### src/rtl/tile_game_pkg.sv
// Shared types for the tile-matching game: turn-sequencer states and the
// mode codes that the HEX display logic decodes.
package tile_game_pkg;

  typedef enum logic [2:0] {
    S_IDLE,
    S_PICK1,
    S_PICK2,
    S_REVEAL,
    S_RESOLVE,
    S_DONE
  } state_e;

  localparam logic [1:0] MODE_MENU   = 2'd0;
  localparam logic [1:0] MODE_INGAME = 2'd1;
  localparam logic [1:0] MODE_END    = 2'd2;

  localparam int DEFAULT_COLOR_W = 4;

  function automatic logic [1:0] mode_of(input state_e s);
    case (s)
      S_IDLE:  mode_of = MODE_MENU;
      S_DONE:  mode_of = MODE_END;
      default: mode_of = MODE_INGAME;
    endcase
  endfunction

endpackage

### src/rtl/reveal_timer.sv
// Loadable down-counter that times how long a revealed pair stays face-up.
// It stops at zero; done is high whenever the count is zero.
module reveal_timer #(
  parameter int W = 1
) (
  input  logic         clk_i,
  input  logic         rst_i,
  input  logic         load_i,
  input  logic [W-1:0] load_value_i,
  output logic         done_o
);

  logic [W-1:0] count_q, count_d;

  always_comb begin
    count_d = count_q;
    if (load_i) begin
      count_d = load_value_i;
    end else if (count_q != '0) begin
      count_d = count_q - 1'b1;
    end
  end

  always_ff @(posedge clk_i or posedge rst_i) begin
    if (rst_i) begin
      count_q <= '0;
    end else begin
      count_q <= count_d;
    end
  end

  assign done_o = (count_q == '0);

endmodule

### src/rtl/tile_match_controller.sv
// Turn sequencer for the tile-matching game: turns switch rises into picks,
// holds each revealed pair for a fixed window, then scores it.
module tile_match_controller
  import tile_game_pkg::*;
#(
  parameter int NUM_TILES     = 10,
  parameter int COLOR_W       = DEFAULT_COLOR_W,
  parameter int SCORE_W       = 8,
  parameter int REVEAL_CYCLES = 100_000_000
) (
  input  logic                         CLOCK_50,
  input  logic                         reset,
  input  logic                         start,
  input  logic                         quit,
  input  logic [NUM_TILES-1:0]         sw,
  input  logic [NUM_TILES*COLOR_W-1:0] tile_color,
  output logic [1:0]                   mode,
  output logic [NUM_TILES-1:0]         reveal_mask,
  output logic [NUM_TILES-1:0]         matched_mask,
  output logic [COLOR_W-1:0]           color_a,
  output logic [COLOR_W-1:0]           color_b,
  output logic                         show_a,
  output logic                         show_b,
  output logic [SCORE_W-1:0]           move_count,
  output logic                         all_matched
);

  localparam int IDX_W   = (NUM_TILES > 1) ? $clog2(NUM_TILES) : 1;
  localparam int TIMER_W = (REVEAL_CYCLES > 1) ? $clog2(REVEAL_CYCLES) : 1;

  state_e                 state_q, state_d;
  logic [NUM_TILES-1:0]   sw_q, rise_q;
  logic [IDX_W-1:0]       idx_a_q, idx_a_d, idx_b_q, idx_b_d;
  logic [COLOR_W-1:0]     color_a_q, color_a_d, color_b_q, color_b_d;
  logic [NUM_TILES-1:0]   reveal_q, reveal_d, matched_q, matched_d;
  logic                   show_a_q, show_a_d, show_b_q, show_b_d;
  logic [SCORE_W-1:0]     count_q, count_d;
  logic [1:0]             mode_q;
  logic                   all_matched_q;

  logic [NUM_TILES-1:0]   qual;
  logic [IDX_W-1:0]       pick;
  logic [COLOR_W-1:0]     color_tbl [NUM_TILES];
  logic                   timer_load, timer_done;

  function automatic logic [IDX_W-1:0] lowest_set(input logic [NUM_TILES-1:0] v);
    lowest_set = '0;
    for (int i = NUM_TILES - 1; i >= 0; i--) begin
      if (v[i]) lowest_set = IDX_W'(i);
    end
  endfunction

  always_comb begin
    for (int i = 0; i < NUM_TILES; i++) begin
      color_tbl[i] = tile_color[i*COLOR_W +: COLOR_W];
    end
  end

  reveal_timer #(.W(TIMER_W)) u_timer (
    .clk_i        (CLOCK_50),
    .rst_i        (reset),
    .load_i       (timer_load),
    .load_value_i (TIMER_W'(REVEAL_CYCLES - 1)),
    .done_o       (timer_done)
  );

  // NOTE: every signal gets its hold value before the case; a path that
  // skips an assignment would otherwise infer a latch.
  always_comb begin
    state_d    = state_q;
    idx_a_d    = idx_a_q;
    idx_b_d    = idx_b_q;
    color_a_d  = color_a_q;
    color_b_d  = color_b_q;
    reveal_d   = reveal_q;
    matched_d  = matched_q;
    show_a_d   = show_a_q;
    show_b_d   = show_b_q;
    count_d    = count_q;
    timer_load = 1'b0;

    qual = rise_q & ~matched_q;
    if (state_q == S_PICK2) qual[idx_a_q] = 1'b0;
    pick = lowest_set(qual);

    if (quit && state_q != S_IDLE) begin
      state_d   = S_IDLE;
      reveal_d  = '0;
      matched_d = '0;
      show_a_d  = 1'b0;
      show_b_d  = 1'b0;
    end else begin
      case (state_q)
        S_IDLE, S_DONE: begin
          if (start) begin
            state_d   = S_PICK1;
            reveal_d  = '0;
            matched_d = '0;
            count_d   = '0;
          end
        end
        S_PICK1: begin
          if (|qual) begin
            idx_a_d        = pick;
            color_a_d      = color_tbl[pick];
            reveal_d[pick] = 1'b1;
            show_a_d       = 1'b1;
            state_d        = S_PICK2;
          end
        end
        S_PICK2: begin
          if (|qual) begin
            idx_b_d        = pick;
            color_b_d      = color_tbl[pick];
            reveal_d[pick] = 1'b1;
            show_b_d       = 1'b1;
            timer_load     = 1'b1;
            state_d        = S_REVEAL;
          end
        end
        S_REVEAL: begin
          if (timer_done) state_d = S_RESOLVE;
        end
        S_RESOLVE: begin
          if (count_q != '1) count_d = count_q + 1'b1;
          if (color_a_q == color_b_q) begin
            matched_d[idx_a_q] = 1'b1;
            matched_d[idx_b_q] = 1'b1;
          end
          reveal_d = '0;
          show_a_d = 1'b0;
          show_b_d = 1'b0;
          state_d  = (&matched_d) ? S_DONE : S_PICK1;
        end
        default: state_d = S_IDLE;
      endcase
    end
  end

  // NOTE: sequential state uses non-blocking assignments so every register
  // samples pre-edge values regardless of statement order.
  always_ff @(posedge CLOCK_50 or posedge reset) begin
    if (reset) begin
      state_q       <= S_IDLE;
      sw_q          <= '0;
      rise_q        <= '0;
      idx_a_q       <= '0;
      idx_b_q       <= '0;
      color_a_q     <= '0;
      color_b_q     <= '0;
      reveal_q      <= '0;
      matched_q     <= '0;
      show_a_q      <= 1'b0;
      show_b_q      <= 1'b0;
      count_q       <= '0;
      mode_q        <= MODE_MENU;
      all_matched_q <= 1'b0;
    end else begin
      state_q       <= state_d;
      sw_q          <= sw;
      // Rises seen outside the pick states are dropped, never queued.
      rise_q        <= (state_q == S_PICK1 || state_q == S_PICK2) ? (sw & ~sw_q) : '0;
      idx_a_q       <= idx_a_d;
      idx_b_q       <= idx_b_d;
      color_a_q     <= color_a_d;
      color_b_q     <= color_b_d;
      reveal_q      <= reveal_d;
      matched_q     <= matched_d;
      show_a_q      <= show_a_d;
      show_b_q      <= show_b_d;
      count_q       <= count_d;
      mode_q        <= mode_of(state_d);
      all_matched_q <= (state_d == S_DONE);
    end
  end

  assign mode         = mode_q;
  assign reveal_mask  = reveal_q;
  assign matched_mask = matched_q;
  assign color_a      = color_a_q;
  assign color_b      = color_b_q;
  assign show_a       = show_a_q;
  assign show_b       = show_b_q;
  assign move_count   = count_q;
  assign all_matched  = all_matched_q;

endmodule

### config.mk
export PLATFORM = sky130hd
export DESIGN_NAME = tile_match_controller
export DESIGN_NICKNAME = d
export VERILOG_FILES = /design/src/rtl/tile_game_pkg.sv /design/src/rtl/reveal_timer.sv /design/src/rtl/tile_match_controller.sv
export SDC_FILE = /design/constraint.sdc
export NUM_CORES = 1
export LEC_CHECK = 0
export ABC_CLOCK_PERIOD_IN_PS = 3250
export CAP_MARGIN = 20
export CORE_MARGIN = 4
export CORE_UTILIZATION = 35
export DETAILED_ROUTE_END_ITERATION = 12
export PLACE_DENSITY_LB_ADDON = 0.25
export SETUP_SLACK_MARGIN = 0.1
export SYNTH_ARGS = -nofsm -noshare
export SYNTH_HDL_FRONTEND = slang
export SYNTH_SLANG_ARGS = --single-unit
export TNS_END_PERCENT = 5
### constraint.sdc
create_clock -name CLOCK_50 -period 3.25 [get_ports CLOCK_50]
set_input_delay 0.65 -clock CLOCK_50 [delete_from_list [all_inputs] [get_ports CLOCK_50]]
set_output_delay 0.65 -clock CLOCK_50 [all_outputs]
set_load 0.03 [all_outputs]
==> impl_metrics.csv, run 1 <==
group,metric,value,unit
critical_path,criticalPathCategory,"flop to flop",
pwr,swShare,0.437,
floorplan,die_h,133,µm
floorplan,die_area,17600,µm²
sta,fin_ws,0.191,ns
synthesis,yosys.area.top_type,"dfrtp_1",
grt,antenna_found_initial,0,
synthesis,synthTopCellsByArea,"dfrtp_1 (45%), nor2_1 (4.3%), o21ai_0 (4.0%)",
sta,timing.final.crit_share,0.941,
grt,globalRoute.totalOverflow,0,
detailed_routing,viasPerCell,5.41,
layout,n_fill_cell,1416,
sta,timing.fmax,327,MHz
sta,worst_pin_slew,0.937,ns
synthesis,ys_warn_count,0,
synthesis,synth_top_area_share,0.455,
detailed_routing,drt_iter0_markers,388,
floorplan,die_x,133,µm
grt,track_usage,0.165,
layout,diodes,0,
pwr,combPwrFrac,0.523,
layout,fin_cells,879,
placement,io_buffers,94,
placement,dp.cells,861,
placement,post-place-ws,0.128,ns
detailed_routing,ant_nets,0,
floorplan,pin_count,95,
sta,slew_violations,0,
clock_tree,cts_tree,"yes",
pwr,power,5.89,mW
pwr,power_frac_seq,0.304,
layout,syn_to_final_growth,29.1,%
pwr,p_int,3.31,mW
detailed_routing,wirelength,14.6,mm
clock_tree,clock_sink_count,99,
critical_path,worstPathArrival,3.32,ns
detailed_routing,drc,0,
critical_path,critPathCaptureType,"flop",
layout,final_core_util,0.462,
sta,fin_crit,3.06,ns
placement,routabilityCongestion,0.869,
detailed_routing,wl_per_cell,16.6,µm
grt,grt_pass1_wl,24.0,mm
critical_path,path_buf_inv,1,
sta,hold-worst-slack,0.404,ns
synthesis,synth.ff_latch_count,99,
layout,finalNetCount,743,
synthesis,synth-edff-count,0,
critical_path,cp_max_fo,22,
pwr,p_switching,2.58,mW
detailed_routing,vias,4757,
layout,final_area,7030,µm²
sta,finalHoldViolations,0,
job,max_cap_violations,0,
pwr,powerDensity,838,nW/µm²
critical_path,slowest_delay,0.54,ns
clock_tree,clk_pin_slew_worst_paths,0.07,ns
pwr,max-vdd-ir-drop,0.414,mV
floorplan,start_util,0.358,
pwr,power_leakage,2.78,nW
synthesis,ys_seq_area_frac,0.455,
status,outcome,"finished, final reports clean",
synthesis,avgSynthCellArea,9.32,µm²
sta,rsz0062_at_grt,"true",
grt,grt_pass1_vias,4624,
sta,finalSetupTns,0,ns
synthesis,synthCells,584,
floorplan,fp-row-count,45,
synthesis,ys_types,69,
placement,hpwl,10.5,mm
floorplan,core,15200,µm²
placement,dpl_cell_area,6700,µm²
critical_path,crit_path_top_delay_cell,"a2111o_1",
synthesis,async_flop_share,1.00,
detailed_routing,dr.pass1.iters,5,
synthesis,ys.flop_type,"dfrtp_1",
critical_path,cp_cell_sequence,"or3b_4, or3_4, o32a_4, buf_4, a2111o_1, o221ai_1, o32ai_2, o31ai_1",
layout,layout-drive-gt1-share,0.106,
clock_tree,clock_latency,0.35,ns
sta,fin_worst_skew,0.0118,ns
critical_path,crit_family,"compound AO/OA/AOI/OAI gates",
critical_path,cp.required,3.51,ns
worst_hold_path,hold_path.class,"flop to flop",
synthesis,syn_area,5450,µm²
clock_tree,clockBufferDepth,2,
grt,grt_max_degree,100,
sta,setup_violations,0,
synthesis,synth_nets,641,
pwr,clockPowerShare,0.173,
clock_tree,root_buffer,"clkbuf_16",
clock_tree,cts_buffers,9,
critical_path,startpoint_type,"flop",
clock_tree,htreeDepth,3,
sta,relSlewSlack,0.367,
==> state kept, by name, indices dropped and copies added, names as in the netlist <==
register	flops
matched_mask	10
all_matched	1
idx_a_q	4
state_q	3
move_count	8
mode	2
color_a	4
show_b	1
rise_q	10
sw_q	10
color_b	4
show_a	1
u_timer.count_q	27
idx_b_q	4
reveal_mask	10
==> power by group through the flow <==
stage / logic [mW] / registers [mW] / clock network, mW
detailed placement: 2.96 / 1.81 / 0
floorplan: 1.94 / 1.88 / 0
CTS: 2.98 / 1.79 / 1.05
global placement: 2.90 / 1.80 / 0
global route: 3.38 / 1.83 / 1.09
finish: 3.08 / 1.79 / 1.02
==> cell usage in the layout, fill, tap and decap left out, drive strengths merged, types with 4 or more instances in the layout <==
cell	instances
dfrtp	99
clkdlybuf4s50	94
nor2	63
nand2	55
o21ai	44
a21oi	24
buf	24
inv	24
xnor2	19
mux2i	18
nor2b	16
nor3b	16
nor3	13
nand3	12
o31ai	11
or3	11
xor2	10
nand2b	9
clkbuf	9
or2	9
nor4	9
nand4	8
and2	8
mux2	6
o32ai	5
a32oi	5
or4	5
a22o	4
o22ai	4
a32o	4
o221ai	4
==> per-layer routing <==
metal / up-vias / GRT usage / wire length (µm)
li1: 2298 / - / -
met1: 2305 / 0.233 / 7020
met2: 135 / 0.252 / 6570
met3: 19 / 0.0300 / 664
met4: 0 / 0.0664 / 333
met5: - / 0 / 0
==> path summary, 6_finish.rpt <==
| check | slack, ns | from | depth (start not counted) | end |
|---|---|---|---|---|
| min in group asynchronous | 0.79 | reset | 3 | show_a |
| max reg2reg | 0.19 | state_q[0] | 8 | color_a[0] |
| min | 0.40 | sw_q[3] | 1 | rise_q[3] |
| max | 0.19 | state_q[0] | 8 | color_a[0] |
| max in group asynchronous | 2.08 | reset | 3 | matched_mask[6] |
| min reg2reg | 0.40 | sw_q[3] | 1 | rise_q[3] |
==> cells by family (layout without fill, tap and decap cells) <==
| group | after synthesis | after routing | share of synthesized area |
|---|---|---|---|
| DFF | 99 | 99 | 0.455 |
| AOI/OAI and AO/OA | 131 | 131 | 0.163 |
| xor gates and xnor gates | 29 | 29 | 0.0466 |
| adders and majority gates | 3 | 3 | 0.00689 |
| and+or+nand+nor | 249 | 249 | 0.244 |
| muxes | 24 | 24 | 0.0455 |
| buffers and inverters | 49 | 156 | 0.0386 |
==> cells in the mapped netlist (2+ instances only) <==
| master | n |
|---|---|
| nor3b_2 | 3 |
| a2bb2oi_1 | 2 |
| o221ai_1 | 4 |
| nand3b_1 | 3 |
| or3_1 | 10 |
| o31ai_1 | 11 |
| buf_2 | 6 |
| a21oi_1 | 24 |
| and3_1 | 3 |
| nand3_1 | 12 |
| nor4_1 | 8 |
| ha_1 | 3 |
| and2_1 | 8 |
| a32o_1 | 4 |
| xnor2_1 | 19 |
| a22o_1 | 4 |
| mux2i_1 | 18 |
| nor4bb_1 | 2 |
| nor3_1 | 13 |
| nor2b_1 | 16 |
| xor2_1 | 10 |
| clkbuf_1 | 17 |
| o2bb2a_1 | 2 |
| o32ai_1 | 5 |
| or4_1 | 3 |
| nand2b_1 | 9 |
| a31oi_1 | 3 |
| inv_1 | 22 |
| or2_2 | 8 |
| nor2_1 | 63 |
| nor3b_1 | 13 |
| nand4b_1 | 2 |
| or4_4 | 2 |
| dfrtp_1 | 99 |
| a22oi_1 | 3 |
| mux2_2 | 6 |
| nand4_1 | 8 |
| o21ai_0 | 43 |
| o22ai_1 | 4 |
| a32oi_1 | 5 |
| buf_6 | 2 |
| nand2_1 | 55 |
==> worst register-to-register path, delay by kind of cell, from the launching register on <==
family          cells  cell delay [ns]
compound gates      5             1.59
simple gates        2             0.79
flops               1             0.39
buf+inv             1             0.21
==> layout make-up <==
cell class                 count  area, µm²  area share
clock inverter                 7       51.3     0.00730
clock buffer                   9        225      0.0320
timing repair buffer         118       1150       0.163
tap                          188        235      0.0335
sequential                    99       2480       0.353
inverter                      22       86.3      0.0123
multi-input combinational    436       2810       0.399
==> timing repair <==
item | 4_1_cts | 5_1_grt
endpoints found under the setup margin | 0 | 11
resized for setup | 0 | 7
hold buffers | 0 | 0
setup buffers | 0 | 2
Note: power is estimated with default switching activity, not from simulation.
==> run 2: changes to the inputs <==
--- a/config.mk
+++ b/config.mk
@@ -5,8 +5,10 @@
 export SDC_FILE = /design/constraint.sdc
 export NUM_CORES = 1
 export LEC_CHECK = 0
-export ABC_CLOCK_PERIOD_IN_PS = 3250
+export ABC_AREA = 0
+export ABC_CLOCK_PERIOD_IN_PS = 3000
 export CAP_MARGIN = 20
+export CORE_ASPECT_RATIO = 0.9
 export CORE_MARGIN = 4
 export CORE_UTILIZATION = 35
 export DETAILED_ROUTE_END_ITERATION = 12
==> constraint.sdc (replaced) <==
create_clock -name CLOCK_50 -period 3 [get_ports CLOCK_50]
set_input_delay 0.6 -clock CLOCK_50 [delete_from_list [all_inputs] [get_ports CLOCK_50]]
set_output_delay 0.6 -clock CLOCK_50 [all_outputs]
set_load 0.03 [all_outputs]
==> impl_metrics.csv, run 2 (synthesis gave the netlist of run 1 again) <==
group,metric,value,unit
critical_path,cp_cell_sequence,"or4_4, or4_4, or4_4, nor3b_2, o21ai_0, a221oi_2, buf_4, mux2i_1",
layout,final_common_cell,"dfrtp_1",
clock_tree,root_buffer,"clkbuf_16",
layout,final-seq-area,2480,µm²
sta,worst_pin_slew,0.669,ns
floorplan,fp-row-count,42,
clock_tree,cts_hold_buf,0,
sta,timing.fmax,350,MHz
pwr,power,6.89,mW
placement,dpl_cell_area,6870,µm²
clock_tree,clk_pin_slew_worst_paths,0.07,ns
floorplan,die_area,17600,µm²
layout,finalNetCount,772,
placement,io_buffers,94,
floorplan,start_util,0.364,
layout,final_cell_mix,"dfrtp_1 (99), clkdlybuf4s50_1 (94), nor2_1 (62)",
job,max_cap_violations,0,
clock_tree,clock_latency,0.35,ns
critical_path,cp.depth,8,
critical_path,worstPathArrival,3.12,ns
critical_path,critPathCaptureType,"flop",
critical_path,crit_path_top_delay_cell,"or4_4",
grt,grt_pass1_vias,4719,
detailed_routing,wl_per_cell,16.3,µm
detailed_routing,drt_iter0_markers,320,
floorplan,pin_count,95,
clock_tree,cts_buffers,9,
critical_path,crit_top_cell,"or4_4",
layout,largest_reg_flops,27,
critical_path,cp.required,3.27,ns
critical_path,rr_worst_depth,8,
clock_tree,htreeDepth,3,
grt,globalRoute.totalOverflow,0,
layout,layout-drive-gt1-share,0.154,
detailed_routing,dr.pass1.iters,5,
detailed_routing,viasPerCell,5.32,
critical_path,criticalPathCategory,"flop to flop",
layout,final_area,7380,µm²
grt,grt_max_degree,58,
layout,syn_to_final_growth,35.6,%
placement,routabilityCongestion,0.861,
detailed_routing,drc,0,
clock_tree,clockBufferDepth,2,
layout,final_core_util,0.493,
grt,track_usage,0.166,
floorplan,core,15000,µm²
grt,antenna_found_initial,0,
sta,slew_violations,0,
placement,post-place-ws,-0.0799,ns
floorplan,die_h,126,µm
sta,timing.final.crit_share,0.952,
critical_path,path_buf_inv,1,
worst_hold_path,worst_hold_path.num_cells,1,
pwr,power_leakage,2.95,nW
sta,rsz0062_at_grt,"true",
floorplan,die_x,139,µm
critical_path,crit_family,"simple AND/OR/NAND/NOR gates",
status,outcome,"finished, final reports clean",
worst_hold_path,hold_path.class,"flop to flop",
detailed_routing,ant_nets,0,
clock_tree,cts_tree,"yes",
layout,multi_input_area,2880,µm²
sta,hold-worst-slack,0.402,ns
detailed_routing,wirelength,15.0,mm
layout,diodes,0,
critical_path,startpoint_type,"flop",
critical_path,cp_max_fo,6,
grt,grt_pass1_wl,24.3,mm
clock_tree,clock_sink_count,99,
sta,finalHoldViolations,0,
layout,max_flop_register,"u_timer.count_q",
detailed_routing,vias,4888,
pwr,max-vdd-ir-drop,0.400,mV
placement,hpwl,10.8,mm
critical_path,slowest_delay,0.54,ns
sta,fin_crit,2.86,ns
layout,n_fill_cell,1381,
pwr,powerDensity,933,nW/µm²
sta,relSlewSlack,0.550,
sta,setup_violations,0,
sta,fin_worst_skew,0.00594,ns
sta,fin_ws,0.144,ns
[run 2: cell count changes in the layout (fill, tap and decap cells not counted), sizes merged]
cell,delta
a2111o,+1
buf,+27
clkbuf,+3
inv,-2
clkinvlp,+1
clkinv,-2
bufinv,+1
[run 2: layout make-up]
type,instances,area share
clock buffers,11,0.0315
clock inverters,5,0.00830
inverters,22,0.0117
multi-input cells,437,0.390
flip-flops and latches,99,0.336
well taps,198,0.0336
repair buffers,146,0.189
[run 2: path summary, 6_finish.rpt]
| path | startpoint | end | slack [ns] |
|---|---|---|---|
| worst max-delay path | u_timer.count_q[21] | mode[0] | 0.14 |
| worst min-delay path | sw_q[5] | rise_q[5] | 0.40 |
| worst max register to register | u_timer.count_q[21] | mode[0] | 0.14 |
| worst min register to register | sw_q[5] | rise_q[5] | 0.40 |
| max in group asynchronous | reset | u_timer.count_q[16] | 2.02 |
| min in group asynchronous | reset | move_count[7] | 0.68 |
[run 2: power breakdown]
group | internal (mW) | leakage (nW) | switching, mW
clock | 0.650 | 0.132 | 0.515
sequential | 1.63 | 1.24 | 0.292
combinational | 1.70 | 1.58 | 2.10
[run 2: per-layer routing]
| metal | GRT usage | vias to the layer above | wire length (µm) |
|---|---|---|---|
| met5 | 0 | - | 0 |
| met4 | 0.0386 | 0 | 138 |
| met3 | 0.0361 | 11 | 701 |
| met2 | 0.258 | 134 | 6810 |
| met1 | 0.240 | 2382 | 7350 |
| li1 | - | 2361 | - |
[run 2: metrics by stage]
stage               setup TNS [ns]  cells
finish                           0    918
global route                     0    918
CTS                              0    905
detailed placement          -0.287    888
global placement                 0    887
floorplan                        0    584
[run 2: timing repair]
item / 4_1_cts / 5_1_grt
pin swaps: 3 / 13
cloned: 0 / 3
endpoints found under the setup margin: 15 / 24
setup buffers: 1 / 10
gates resized for setup: 7 / 19
